$ cat src/rtl/fpu_div_seq.sv
// Iterative IEEE-754 divider: one restoring-division quotient bit per cycle,
// five RISC-V rounding modes, fflags {NV,DZ,OF,UF,NX}, valid/ready on both sides.
module fpu_div_seq #(
  parameter int EXP_W  = 5,
  parameter int FRAC_W = 10,
  localparam int W = 1 + EXP_W + FRAC_W
) (
  input  logic         CLK,
  input  logic         nRST,
  input  logic         in_valid,
  output logic         in_ready,
  input  logic [W-1:0] op_a,
  input  logic [W-1:0] op_b,
  input  logic [2:0]   rm,
  output logic         out_valid,
  input  logic         out_ready,
  output logic [W-1:0] result,
  output logic [4:0]   flags,
  output logic         busy
);

  localparam int MW   = FRAC_W + 1;
  localparam int QW   = FRAC_W + 3;
  localparam int RW   = FRAC_W + 2;
  localparam int EW   = EXP_W + 2;
  localparam int LW   = $clog2(MW + 1);
  localparam int CW   = $clog2(QW + 1);
  localparam int BIAS = 2 ** (EXP_W - 1) - 1;
  localparam int EMAX = 2 ** EXP_W - 1;

  localparam logic [2:0] S_IDLE  = 3'd0;
  localparam logic [2:0] S_PREP  = 3'd1;
  localparam logic [2:0] S_DIV   = 3'd2;
  localparam logic [2:0] S_ROUND = 3'd3;
  localparam logic [2:0] S_DONE  = 3'd4;

  localparam logic [W-1:0] QNAN = {1'b0, {EXP_W{1'b1}}, 1'b1, {(FRAC_W-1){1'b0}}};

  logic [2:0]             state;
  logic [W-1:0]           a_reg, b_reg;
  logic [2:0]             rm_reg;
  logic                   sign_reg;
  logic signed [EW-1:0]   exp_reg;
  logic [MW-1:0]          mb_reg;
  logic [RW-1:0]          rem_reg;
  logic [QW-1:0]          q_reg;
  logic [CW-1:0]          cnt_reg;
  logic [W-1:0]           result_reg;
  logic [4:0]             flags_reg;

  function automatic logic [LW-1:0] lzc(input logic [MW-1:0] m);
    logic [LW-1:0] n;
    logic          found;
    n     = '0;
    found = 1'b0;
    for (int i = MW - 1; i >= 0; i--) begin
      if (!found) begin
        if (m[i]) found = 1'b1;
        else      n = n + LW'(1);
      end
    end
    return n;
  endfunction

  // Operand unpack: subnormals are normalised so both mantissas land in [1,2).
  logic [W-1:0]         opd     [2];
  logic                 sgn     [2];
  logic [EXP_W-1:0]     e_raw   [2];
  logic [FRAC_W-1:0]    f_raw   [2];
  logic                 is_zero [2];
  logic                 is_inf  [2];
  logic                 is_nan  [2];
  logic                 is_snan [2];
  logic [LW-1:0]        lz      [2];
  logic [MW-1:0]        m_norm  [2];
  logic signed [EW-1:0] e_eff   [2];

  assign opd[0] = a_reg;
  assign opd[1] = b_reg;

  genvar gi;
  generate
    for (gi = 0; gi < 2; gi++) begin : g_unpack
      logic [MW-1:0] m_raw;
      assign sgn[gi]     = opd[gi][W-1];
      assign e_raw[gi]   = opd[gi][W-2 -: EXP_W];
      assign f_raw[gi]   = opd[gi][FRAC_W-1:0];
      assign is_zero[gi] = (e_raw[gi] == '0) && (f_raw[gi] == '0);
      assign is_inf[gi]  = (&e_raw[gi]) && (f_raw[gi] == '0);
      assign is_nan[gi]  = (&e_raw[gi]) && (f_raw[gi] != '0);
      assign is_snan[gi] = is_nan[gi] && !f_raw[gi][FRAC_W-1];
      assign m_raw       = {|e_raw[gi], f_raw[gi]};
      assign lz[gi]      = lzc(m_raw);
      assign m_norm[gi]  = m_raw << lz[gi];
      assign e_eff[gi]   = $signed({2'b00, (e_raw[gi] == '0) ? EXP_W'(1) : e_raw[gi]})
                         - $signed(EW'(lz[gi]));
    end
  endgenerate

  logic signed [EW-1:0] exp_q;
  logic                 pre_shift;
  logic                 res_sign;
  logic                 spec_hit;
  logic [W-1:0]         spec_res;
  logic [4:0]           spec_flags;

  assign exp_q     = e_eff[0] - e_eff[1] + $signed(EW'(BIAS));
  assign pre_shift = m_norm[0] < m_norm[1];
  assign res_sign  = sgn[0] ^ sgn[1];

  always_comb begin
    spec_hit   = 1'b1;
    spec_res   = QNAN;
    spec_flags = 5'b00000;
    if (rm_reg > 3'd4) begin
      spec_flags = 5'b10000;
    end else if (is_nan[0] || is_nan[1]) begin
      spec_flags = {is_snan[0] | is_snan[1], 4'b0000};
    end else if ((is_zero[0] && is_zero[1]) || (is_inf[0] && is_inf[1])) begin
      spec_flags = 5'b10000;
    end else if (is_zero[1]) begin
      spec_res   = {res_sign, {EXP_W{1'b1}}, {FRAC_W{1'b0}}};
      spec_flags = 5'b01000;
    end else if (is_inf[0]) begin
      spec_res   = {res_sign, {EXP_W{1'b1}}, {FRAC_W{1'b0}}};
    end else if (is_inf[1] || is_zero[0]) begin
      spec_res   = {res_sign, {(W-1){1'b0}}};
    end else begin
      spec_hit   = 1'b0;
    end
  end

  // Restoring step: remainder stays below 2*mb, so RW bits suffice.
  logic          q_bit;
  logic [RW-1:0] diff, rem_nxt;
  assign q_bit   = rem_reg >= {1'b0, mb_reg};
  assign diff    = q_bit ? rem_reg - {1'b0, mb_reg} : rem_reg;
  assign rem_nxt = diff << 1;

  logic                 tiny, g_bit, r_bit, s_bit, inexact, inc, ovf, to_inf;
  logic signed [EW-1:0] sh_full, e_fin;
  logic [CW-1:0]        shamt;
  logic [2*QW-1:0]      ext;
  logic [MW-1:0]        mant;
  logic [MW:0]          mant_r;
  logic [W-1:0]         round_res;
  logic [4:0]           round_flags;

  always_comb begin
    tiny    = exp_reg <= $signed(EW'(0));
    sh_full = $signed(EW'(1)) - exp_reg;
    if (!tiny)                             shamt = '0;
    else if (sh_full > $signed(EW'(QW)))   shamt = CW'(QW);
    else                                   shamt = sh_full[CW-1:0];
    ext     = {q_reg, {QW{1'b0}}} >> shamt;
    mant    = ext[2*QW-1 -: MW];
    g_bit   = ext[QW+1];
    r_bit   = ext[QW];
    s_bit   = (|rem_reg) | (|ext[QW-1:0]);
    inexact = g_bit | r_bit | s_bit;
    case (rm_reg)
      3'd0:    inc = g_bit & (r_bit | s_bit | mant[0]);
      3'd2:    inc = inexact & sign_reg;
      3'd3:    inc = inexact & ~sign_reg;
      3'd4:    inc = g_bit;
      default: inc = 1'b0;
    endcase
    mant_r = {1'b0, mant} + {{MW{1'b0}}, inc};
    // A subnormal that rounds up into the hidden bit becomes the minimum normal.
    if (tiny) e_fin = $signed({{(EW-1){1'b0}}, mant_r[MW-1]});
    else      e_fin = exp_reg + $signed({{(EW-1){1'b0}}, mant_r[MW]});
    ovf = e_fin >= $signed(EW'(EMAX));
    case (rm_reg)
      3'd1:    to_inf = 1'b0;
      3'd2:    to_inf = sign_reg;
      3'd3:    to_inf = ~sign_reg;
      default: to_inf = 1'b1;
    endcase
    if (ovf) begin
      round_res   = to_inf ? {sign_reg, {EXP_W{1'b1}}, {FRAC_W{1'b0}}}
                           : {sign_reg, {(EXP_W-1){1'b1}}, 1'b0, {FRAC_W{1'b1}}};
      round_flags = 5'b00101;
    end else begin
      round_res   = {sign_reg, e_fin[EXP_W-1:0], mant_r[FRAC_W-1:0]};
      round_flags = {3'b000, tiny & inexact, inexact};
    end
  end

  always_ff @(posedge CLK or negedge nRST) begin
    if (!nRST) begin
      state      <= S_IDLE;
      a_reg      <= '0;
      b_reg      <= '0;
      rm_reg     <= '0;
      sign_reg   <= 1'b0;
      exp_reg    <= '0;
      mb_reg     <= '0;
      rem_reg    <= '0;
      q_reg      <= '0;
      cnt_reg    <= '0;
      result_reg <= '0;
      flags_reg  <= '0;
    end else begin
      case (state)
        S_IDLE: begin
          if (in_valid) begin
            a_reg  <= op_a;
            b_reg  <= op_b;
            rm_reg <= rm;
            state  <= S_PREP;
          end
        end
        S_PREP: begin
          sign_reg <= res_sign;
          cnt_reg  <= '0;
          q_reg    <= '0;
          mb_reg   <= m_norm[1];
          rem_reg  <= pre_shift ? {m_norm[0], 1'b0} : {1'b0, m_norm[0]};
          exp_reg  <= pre_shift ? exp_q - $signed(EW'(1)) : exp_q;
          if (spec_hit) begin
            result_reg <= spec_res;
            flags_reg  <= spec_flags;
            state      <= S_DONE;
          end else begin
            state      <= S_DIV;
          end
        end
        S_DIV: begin
          rem_reg <= rem_nxt;
          q_reg   <= {q_reg[QW-2:0], q_bit};
          if (cnt_reg == CW'(QW - 1)) state <= S_ROUND;
          else                        cnt_reg <= cnt_reg + CW'(1);
        end
        S_ROUND: begin
          result_reg <= round_res;
          flags_reg  <= round_flags;
          state      <= S_DONE;
        end
        S_DONE: begin
          if (out_ready) state <= S_IDLE;
        end
        default: state <= S_IDLE;
      endcase
    end
  end

  assign in_ready  = (state == S_IDLE);
  assign busy      = (state != S_IDLE);
  assign out_valid = (state == S_DONE);
  assign result    = result_reg;
  assign flags     = flags_reg;

endmodule
$ cat config.mk
export PLATFORM = sky130hd
export DESIGN_NAME = fpu_div_seq
export DESIGN_NICKNAME = d
export VERILOG_FILES = /design/src/rtl/fpu_div_seq.sv
export SDC_FILE = /design/constraint.sdc
export NUM_CORES = 1
export LEC_CHECK = 0
export BUFFER_PORTS_ARGS = -buffer_cell sky130_fd_sc_hd__buf_2
export CAP_MARGIN = 20
export CORE_ASPECT_RATIO = 2
export CORE_UTILIZATION = 68
export CTS_CLUSTER_DIAMETER = 150
export DETAILED_ROUTE_END_ITERATION = 10
export GPL_ROUTABILITY_DRIVEN = 0
export GPL_TIMING_DRIVEN = 0
export PLACE_DENSITY = 0.88
export SLEW_MARGIN = 5
export SYNTH_ARGS = -nofsm -noshare
export SYNTH_HDL_FRONTEND = slang
export SYNTH_SLANG_ARGS = --single-unit
$ cat constraint.sdc
create_clock -name CLK -period 28 [get_ports CLK]
set_clock_uncertainty 0.2 [all_clocks]
set_input_delay 5.6 -clock CLK [delete_from_list [all_inputs] [get_ports CLK]]
set_output_delay 5.6 -clock CLK [all_outputs]
set_load 0.01 [all_outputs]
==> qor.csv <==
stage;metric;value;unit
sta;unrepaired setup endpoints after global routing;false;
route;DR vias;9533;
flow_run;max-cap violations;0;
route;Residual DRC;0;
critical_path;CP required;28030;ps
critical_path;Critical Path AT;12070;ps
placement;dpl cells;1417;
route;drt total wl;27.9;mm
status;status;finished, final reports clean;
critical_path;CP max FO;10;
sta;Max transition margin;35.7;%
grt;first-pass GRT wire length;45.1;mm
synth;Synth warnings;0;
clock_network;clk slew on worst S/H paths;80;ps
critical_path;CP endpoint kind;flop;
clock_network;CTS tree;built;
sta;setup TNS;0;ps
pwr;peak supply drop;0.0808;mV
critical_path;critical path class;flop to flop;
critical_path;Critical Path Most Common Cell;ha_1;
synth;Yosys reg bits;107;
critical_path;Critical R2R Launch;a_reg[10];
critical_path;Worst R2R Path Depth;54;
sta;Finish-stage setup viols;0;
floorplanning;number of I/O pins;63;
grt;total gr overflow;0;
route;initial drt markers;743;
synth;Main synth FF type;dfrtp_1;
synth;Syn Nets;1277;
critical_path;largest stage delay on the critical path;600;ps
clock_network;clk buf depth;2;
pwr;Design Power;1.45;mW
finish;Layout Cells excl Fill;1433;
finish;antenna cells;0;
finish;Final Net Count;1351;
critical_path;CP max stage cell;or4_4;
critical_path;CP startpoint;a_reg[10];
floorplanning;die area;0.0148;mm^2
synth;Syn Area/Cell;8.34;um^2
critical_path;Reg2Reg Setup Slack;15960;ps
pwr;LEAKAGE;4.90;nW
route;DR vias/cell;6.65;
placement;IO buf count;62;
placement;DP Wirelength;21.2;mm
route;TritonRoute pass-1 iters;6;
finish;Fill cells;1066;
clock_network;clk root buf;clkbuf_16;
route;wire length per cell;19.4;um
worst_hold_path;path type of the worst min-delay path;flop to flop;
critical_path;Worst setup endpoint;rem_reg[10];
grt;vias in the first global route;9615;
floorplanning;Die Y;171;um
pwr;Pwr per Cell Area;137;mW/mm^2
synth;register area share after synthesis;27.6;%
sta;Final Max Tran Viols;0;
sta;Hold Vio Cnt, Final;0;
clock_network;total clock sinks;107;
critical_path;Worst R2R End;rem_reg[10];
synth;Cells after Synth;1165;
sta;Slew @ Worst Pin;956;ps
clock_network;cts repair resizes;0;
synth;ys async rst share;100;%
sta;achievable frequency;0.0831;GHz
clock_network;Post-CTS Setup Inserts;0;
route;antenna-violating nets left;0;
grt;largest net degree at the start of global routing;69;
floorplanning;Placeable Area;0.0139;mm^2
sta;Tcrit/Tclk final;43.0;%
finish;share of cells above drive strength 1;12.4;%
clock_network;hold buffer count at cts;0;
synth;synth unique cells;84;
grt;Global Route Usage Sum;39.2;%
floorplanning;# rows;61;
floorplanning;Starting Density;69.9;%
floorplanning;Die X;86.5;um
clock_network;CTS H-tree lvls;3;
clock_network;worst skew pair latency;380;ps
synth;synthesized area;0.00971;mm^2
finish;Area Overhead vs Synth;9.07;%
finish;most common cell after layout, fill and taps aside;dfrtp_1;
sta;post-route minimum period;12040;ps
clock_network;TritonCTS Buffers;9;
grt;number of antenna violations at the first check in global routing;0;
synth;number of synthesized flops with an enable pin;0;
critical_path;Critical Path Start Type;flop;
finish;most frequent cells in the layout;dfrtp_1 (107), nor2_1 (101), nand2_1 (92);
[kinds of logic (layout without fill, tap and decap cells)]
kind of cell / count (synthesis) / after routing / synth area share, %
fa+ha+maj: 73 / 73 / 9.72
flops: 107 / 107 / 27.6
simple gates: 394 / 394 / 20.5
buf+inv: 131 / 210 / 5.44
mux: 109 / 109 / 12.1
xor+xnor: 49 / 49 / 4.61
compound gates: 302 / 302 / 20.1
[report_power, final]
| group | leakage (nW) | switching, mW | internal (mW) |
|---|---|---|---|
| clock network | 0.150 | 0.0670 | 0.0657 |
| registers | 1.34 | 0.0686 | 0.220 |
| logic | 3.41 | 0.622 | 0.404 |
[area by class of cell]
cell class,instances,area (um^2),area share [%]
timing repair buffer,63,340,3.21
clock buffer,10,239,2.26
buffer,61,265,2.50
multi-input combinational,927,6500,61.4
clock inverter,6,65.1,0.614
inverter,70,263,2.48
tap,189,236,2.23
sequential,107,2680,25.3
[metrics by stage]
step / worst slack, ps / cell area [um^2] / util (%) / hold WS [ps]
after floorplan: 17780 / 9710 / - / 250
after global placement: 16610 / 10300 / 73.8 / 262
final: 15960 / 10600 / 76.2 / 283
after CTS: 16170 / 10600 / 76.2 / 288
after detailed placement: 16300 / 10300 / 74.1 / 271
after global routing: 15310 / 10600 / 76.2 / 313
[layer usage]
| layer | global-route usage, % | up-vias | routed length [um] |
|---|---|---|---|
| met2 | 72.7 | 473 | 14900 |
| met4 | 34.0 | 0 | 2560 |
| met1 | 35.7 | 4504 | 8990 |
| met3 | 6.51 | 193 | 1420 |
| li1 | - | 4363 | - |
| met5 | 0 | - | 0 |
[cell usage after synthesis (6+ instances only)]
cell type	number	area, um^2
o211ai_1	8	60.1
xor2_1	21	184
o21a_1	10	75.1
dfrtp_1	107	2680
a31oi_1	10	62.6
nand2_1	92	345
o21ai_1	10	50.1
a21o_1	10	75.1
o21ai_0	91	455
nor2_1	101	379
and2_1	11	68.8
mux2i_1	61	611
clkbuf_1	47	176
buf_2	7	35.0
or3_1	8	50.1
nor3_1	33	165
ha_1	69	863
nor4_1	14	87.6
nand4_1	16	100
a22oi_1	12	90.1
xnor2_1	27	236
mux2_2	46	518
nor3b_1	6	45.0
o31ai_1	7	52.6
and3_1	12	75.1
nor2b_1	28	175
a211oi_1	12	90.1
inv_1	69	259
a22o_1	13	114
nand2b_1	16	100
nand3_1	29	145
a21oi_1	63	315
[worst min path at each step]
stage,start,to,slack [ps],cells after the start
after floorplan,mb_reg[10],mb_reg[10],250,2
after detailed placement,mb_reg[4],mb_reg[4],270,2
after global placement,mb_reg[2],mb_reg[2],260,2
after global routing,result[1],result[1],310,2
after CTS,mb_reg[4],mb_reg[4],290,2
final,mb_reg[4],mb_reg[4],280,2
[worst max-delay path: cells and delay by family, from the launching register on]
kind | cells | cell delay, ps
buffers and inverters | 8 | 1250
AND/OR/NAND/NOR | 11 | 2490
flip-flops | 1 | 430
AO/OA/AOI/OAI | 19 | 3280
multiplexers | 6 | 1160
adder cells (fa/ha/maj) | 10 | 3070
(Power assumes the default switching activity.)
